$ cat config.mk
export PLATFORM = sky130hd
export DESIGN_NAME = uart_tx_datapath
export DESIGN_NICKNAME = d
export VERILOG_FILES = /design/src/rtl/uart_tx_datapath.sv
export SDC_FILE = /design/constraint.sdc
export NUM_CORES = 1
export LEC_CHECK = 0
export ABC_AREA = 1
export BUFFER_PORTS_ARGS = -buffer_cell sky130_fd_sc_hd__buf_2
export CAP_MARGIN = 0
export CORE_MARGIN = 3
export CORE_UTILIZATION = 52
export CTS_CLUSTER_DIAMETER = 100
export DETAILED_ROUTE_END_ITERATION = 16
export PLACE_DENSITY = 0.72
export SLEW_MARGIN = 5
export SYNTH_ARGS = -nofsm -noshare
export SYNTH_HDL_FRONTEND = slang
export SYNTH_SLANG_ARGS = --single-unit
$ cat constraint.sdc
create_clock -name CLK -period 1.2 [get_ports CLK]
set_input_delay 0.06 -clock CLK [delete_from_list [all_inputs] [get_ports CLK]]
set_output_delay 0.06 -clock CLK [all_outputs]
set_load 0.02 [all_outputs]
$ cat src/rtl/uart_tx_datapath.sv
`default_nettype none
// ============================================================================
// uart_tx_datapath : UART transmit datapath (shift register, parity, bit
// counter, registered output mux). Optional frame counter: UART_TX_FRAME_CNT_EN
// Revision: 1.0
// ============================================================================
module uart_tx_datapath (
  input  logic        CLK,
  input  logic        RST,
  input  logic [7:0]  P_DATA,
  input  logic        Data_Valid,
  input  logic        PAR_TYP,
  input  logic        busy,
  input  logic        ser_en,
  input  logic [1:0]  mux_sel,
  output logic        ser_done,
  output logic        TX_OUT,
  output logic        drop_flag
`ifdef UART_TX_FRAME_CNT_EN
  ,
  output logic [15:0] frame_cnt
`endif
);

  localparam logic [1:0] SEL_START  = 2'b00;
  localparam logic [1:0] SEL_DATA   = 2'b01;
  localparam logic [1:0] SEL_PARITY = 2'b10;
  localparam logic [1:0] SEL_STOP   = 2'b11;
  localparam logic [3:0] BITS_LAST  = 4'd8;

  logic [7:0] shreg;
  logic       ser_bit;
  logic       parity_bit;
  logic [3:0] bit_cnt;
  logic       load;
  logic       tx_next;

  // A byte is only accepted between frames; offers while busy are dropped.
  assign load     = Data_Valid & ~busy;
  assign ser_done = (bit_cnt == BITS_LAST);

  always_ff @(posedge CLK or posedge RST) begin
    if (RST) begin
      shreg      <= 8'd0;
      ser_bit    <= 1'b0;
      parity_bit <= 1'b0;
      bit_cnt    <= 4'd0;
    end else if (load) begin
      shreg      <= P_DATA;
      parity_bit <= (^P_DATA) ^ PAR_TYP;
      bit_cnt    <= 4'd0;
    end else if (ser_en && (bit_cnt < BITS_LAST)) begin
      ser_bit    <= shreg[0];
      shreg      <= {1'b0, shreg[7:1]};
      bit_cnt    <= bit_cnt + 4'd1;
    end
  end

  always_ff @(posedge CLK or posedge RST) begin
    if (RST) begin
      drop_flag <= 1'b0;
    end else if (Data_Valid && busy) begin
      drop_flag <= 1'b1;
    end
  end

  always_comb begin
    tx_next = 1'b1;
    case (mux_sel)
      SEL_START:  tx_next = 1'b0;
      SEL_DATA:   tx_next = ser_bit;
      SEL_PARITY: tx_next = parity_bit;
      SEL_STOP:   tx_next = 1'b1;
      default:    tx_next = 1'b1;
    endcase
  end

  always_ff @(posedge CLK or posedge RST) begin
    if (RST) begin
      TX_OUT <= 1'b1;
    end else begin
      TX_OUT <= tx_next;
    end
  end

`ifdef UART_TX_FRAME_CNT_EN
  logic stop_cond;
  logic stop_q;

  // Count once per STOP state: rising edge of (STOP selected while busy).
  assign stop_cond = (mux_sel == SEL_STOP) && busy;

  always_ff @(posedge CLK or posedge RST) begin
    if (RST) begin
      stop_q    <= 1'b0;
      frame_cnt <= 16'd0;
    end else begin
      stop_q <= stop_cond;
      if (stop_cond && !stop_q) begin
        frame_cnt <= frame_cnt + 16'd1;
      end
    end
  end
`endif

endmodule
`default_nettype wire

* After elaboration in Yosys (flattened, before gate mapping)
Index checks and enable logic that the tools add are counted.
** Word-level totals
- Logic and storage cells :: 27
- Bits of input ports :: 16
- Flip-flop bits (word level) :: 16
- Output and inout bits :: 3
** Operators by class
- Add/subtract/negate cells :: 1
- Equality and inequality tests :: 4
- Reductions and logical operators :: 6
- Bitwise operators :: 4
- $lt $le $gt $ge :: 1
- Multiplexer cells :: 5
** Operator list (count)
- 8-bit 2-to-1 mux :: 2
- 4-bit 2-to-1 mux :: 2
- 8-bit parity :: 1
- 4-bit by 1-bit adder with 4-bit output, second input constant :: 1
- 2-bit equality test, second input constant :: 2
- 4-bit equality test, second input constant :: 1
- 4-bit < comparator, second input constant :: 1
- 1-bit case mux with 4 select lines :: 1
- 2-bit by 1-bit equality test with 1-bit output, second input constant :: 1
- 1-bit logical AND :: 2
- 2-bit logical NOT :: 1
- 1-bit NOT :: 2
- 2-bit AND reduction :: 1
- 2-bit nonzero test :: 1
- 1-bit AND :: 1
- 1-bit XOR :: 1

* Depth between registers and ports, before layout
- Depth in word-level cells :: 4
- Gate-level depth with buffers :: 10
- Mapped depth without buffers :: 10

* Least setup slack after synthesis
OpenSTA, ideal clock, no wires.
- Path type :: register to register
- From :: register bit_cnt[3]
- To :: register shreg[3]
- Arrival :: 0.898 ns
- Setup slack :: 0.176 ns
- Path buffers :: 0
- Clock period less this slack :: 1.024 ns
- Required time :: 1.073 ns
- Cell stages (with the launch flop) :: 7
- Setup time :: 0.127 ns
- Cell sequence :: dfrtp_1 inv_1 nand2_1 nand2_8 inv_6 nand2_2 o211ai_2
** Between the ends
- Cells in the longest elaborated chain, start to end :: 3
** RTL lines
- start: declaration :: RTL line 34 : logic [3:0] bit_cnt;
- start signal: assignment :: RTL line 55 : bit_cnt <= bit_cnt + 4'd1;
- 4-bit < comparator :: RTL line 52 : end else if (ser_en && (bit_cnt < BITS_LAST)) begin
- 1-bit logical AND :: RTL line 52
- 2-bit nonzero test (no source line)
- end signal: assignment :: RTL line 54 : shreg <= {1'b0, shreg[7:1]};
- end: declaration :: RTL line 31 : logic [7:0] shreg;
Every way passes these cells.
A chain may end at the register's enable or synchronous reset.

* Worst setup path in the final report
- From :: register bit_cnt[1]
- To :: output port ser_done
** Between the ends
- Cells in the longest elaborated chain, start to end :: 1
** RTL lines
- 4-bit equality test :: RTL line 40 : assign ser_done = (bit_cnt == BITS_LAST);
- end: declaration :: RTL line 16 : output logic ser_done,
Every way passes these cells.

==> results.yml <==
outcome:
  status: "finished, violations left"
  violations: "negative setup slack"
setup_path:
  criticalPathCategory: "register to primary output"
  crit_fanout: 2
  rr_worst_depth: 6
  endpoint_kind: "primary output"
  cp.arrival_ns: 1.16
  crit_required_ns: 1.14
  worstSetupStartpointType: "register"
synth:
  yosys-top-cells-area: "dfrtp_1 (41%), nand2_1 (14%), inv_1 (9.1%)"
  syn_inst: 110
  synth_top_cell_area_share_pct: 41.2
  yosys_warnings: 0
  synth_area_per_cell_um2: 8.29
  synth_common_cells: "nand2_1 (35), inv_1 (22), dfrtp_1 (15)"
  synth_top_area_cell: "dfrtp_1"
  ys_types: 22
  synth-async-reset-ratio_pct: 100
  synth_edf_count: 0
  synth_most_common_cell: "nand2_1"
  seq_area_frac_synth_pct: 44.0
  ys.flop_type: "dfrtp_1"
  synth-seq-cells: 16
  syn_area_um2: 912
  synth_nets: 128
floorplan:
  fp-row-count: 14
  die_area_um2: 2290
  core-area_um2: 1580
  die_y_um: 47.9
  start_util_pct: 57.9
  die_x_um: 47.9
  boundaryPins: 19
routing:
  routed_wirelength_um: 1910
  drcViolationCount: 0
  detail-route-antenna-nets: 0
  dr.pass1.iters: 4
  avgRoutedWirePerCell_um: 12.3
  via_per_inst: 5.20
  vias: 806
  drt-initial-drc-count: 15
finish:
  area_delta_synth_final_pct: 25.4
  fin_util_pct: 72.5
  nets: 158
  multi_input_area_um2: 425
  drive_gt1_share_pct: 30.9
  fill_cells: 109
  ff_latch_area_um2: 402
  final_area_um2: 1140
  diodes: 0
clock_tree:
  cts_tree: "yes"
  h-tree-depth: 1
  clkTransAtPathRegs_ns: 0.08
  cts_sinks: 16
  clockBufferDepth: 2
  clock_latency_ns: 0.29
  root_buffer: "clkbuf_4"
  numCtsBuffers: 3
pwr:
  peakVddDrop_uv: 870
  p_leak_uw: 0.000616
  power_per_cell_area_nw_per_um2: 1250
timing:
  finalClockSkew_ns: 0.00936
  fmax_ghz: 0.821
  slew_headroom_pct: 60.7
  fin_ws_ns: -0.0178
  fin_crit_sh_pct: 101
  drv_slew: 0
  period_needed_ns: 1.22
  setup_viol: 1
  rsz0062_at_grt: "yes"
  hold_viol: 0
  tightest_slew_ns: 0.589
grt:
  grt.total_usage_pct: 18.9
  gr-total-overflow: 0
  antenna_found_initial: 0
  grt_max_degree: 17
  first_global_vias: 708
  grt_pass1_wl_um: 2980
placement:
  place_area_um2: 1010
  post-dp-hpwl_um: 1390
  port_buffers: 18
  place_congestion: 0.785
min_path:
  min_path_cells: 3
  hold_class: "primary input to register"
job:
  drv_cap: 0
-- cell families after synthesis --
group / count (synthesis) / synth area share, %
buf+inv: 24 / 11.2
xor+xnor: 1 / 0.960
compound gates: 16 / 14.1
flops: 16 / 44.0
fa+ha+maj: 2 / 2.74
simple gates: 51 / 26.9
-- routing by layer --
metal,share of wire (%),vias to the layer above,global-route usage (%)
met5,0,-,0
met4,0.84,0,5.91
met3,5.7,2,7.52
met2,48,26,28.0
met1,45,370,25.2
li1,-,408,-
-- state kept, by name (all words and copies together) (netlist names) --
name / cells
parity_bit: 1
bit_cnt: 4
drop_flag: 1
ser_bit: 1
shreg: 8
TX_OUT: 1
-- repair_timing --
item	CTS	global route
cloned	0	0
endpoints found under the hold margin	17	0
pin swaps	0	3
hold buffers	5	0
buffers inserted	2	1
resized for setup	1	7
setup endpoints to repair	1	1
-- where the power goes --
part / switching (uW) / internal, uW / leakage, uW / total [uW]
sequential: 49.1 / 627 / 0.000199 / 676
clock: 165 / 185 / 0.0000210 / 350
combinational: 217 / 181 / 0.000397 / 398
-- critical path: stages, from the launching register on --
cell,delay [ns]
dfrtp_1,0.39
inv_2,0.08
ha_4,0.13
nand2_2,0.04
nor2_2,0.11
buf_6,0.12
-- worst paths after layout --
path	start	endpoint	slack (ns)
worst max-delay path	bit_cnt[1]	ser_done	-0.02
worst min-delay path	P_DATA[4]	shreg[4]	0.03
worst max register to register	bit_cnt[3]	shreg[6]	0.08
worst min register to register	drop_flag	drop_flag	0.46
max in group asynchronous	RST	bit_cnt[0]	0.44
min in group asynchronous	RST	ser_bit	0.36
-- metrics by stage --
stage | setup slack, ns | power (uW) | std cells | setup TNS [ns] | hold slack (ns)
finish | -0.0178 | 1420 | 155 | -0.0178 | 0.0288
global route | -0.0935 | 1530 | 155 | -0.0935 | 0.0242
CTS | -0.0119 | 1380 | 154 | -0.0119 | 0.0203
detailed placement | 0.115 | 995 | 143 | 0 | 0.150
global placement | 0.132 | 983 | 143 | 0 | 0.150
floorplan | 0.176 | 902 | 110 | 0 | -0.0270
-- layout make-up --
class	instances	area share [%]
clock buffers	4	3.17
repair buffers	26	14.8
multi-input cells	70	37.2
well taps	16	1.75
inverters	23	7.99
flip-flops and latches	16	35.1
-- cells in the final DEF, fill, tap and decap left out, drive strengths merged, types with 3 or more instances in the layout --
cell | synthesis | final
nand2 | 40 | 40
inv | 23 | 23
buf | 1 | 21
dfrtp | 15 | 15
o21ai | 6 | 6
nand3 | 6 | 6
dlygate4sd3 | 0 | 5
o221ai | 5 | 5
clkbuf | 0 | 4
nor2 | 3 | 3
Note: power is estimated with default switching activity, not from simulation.
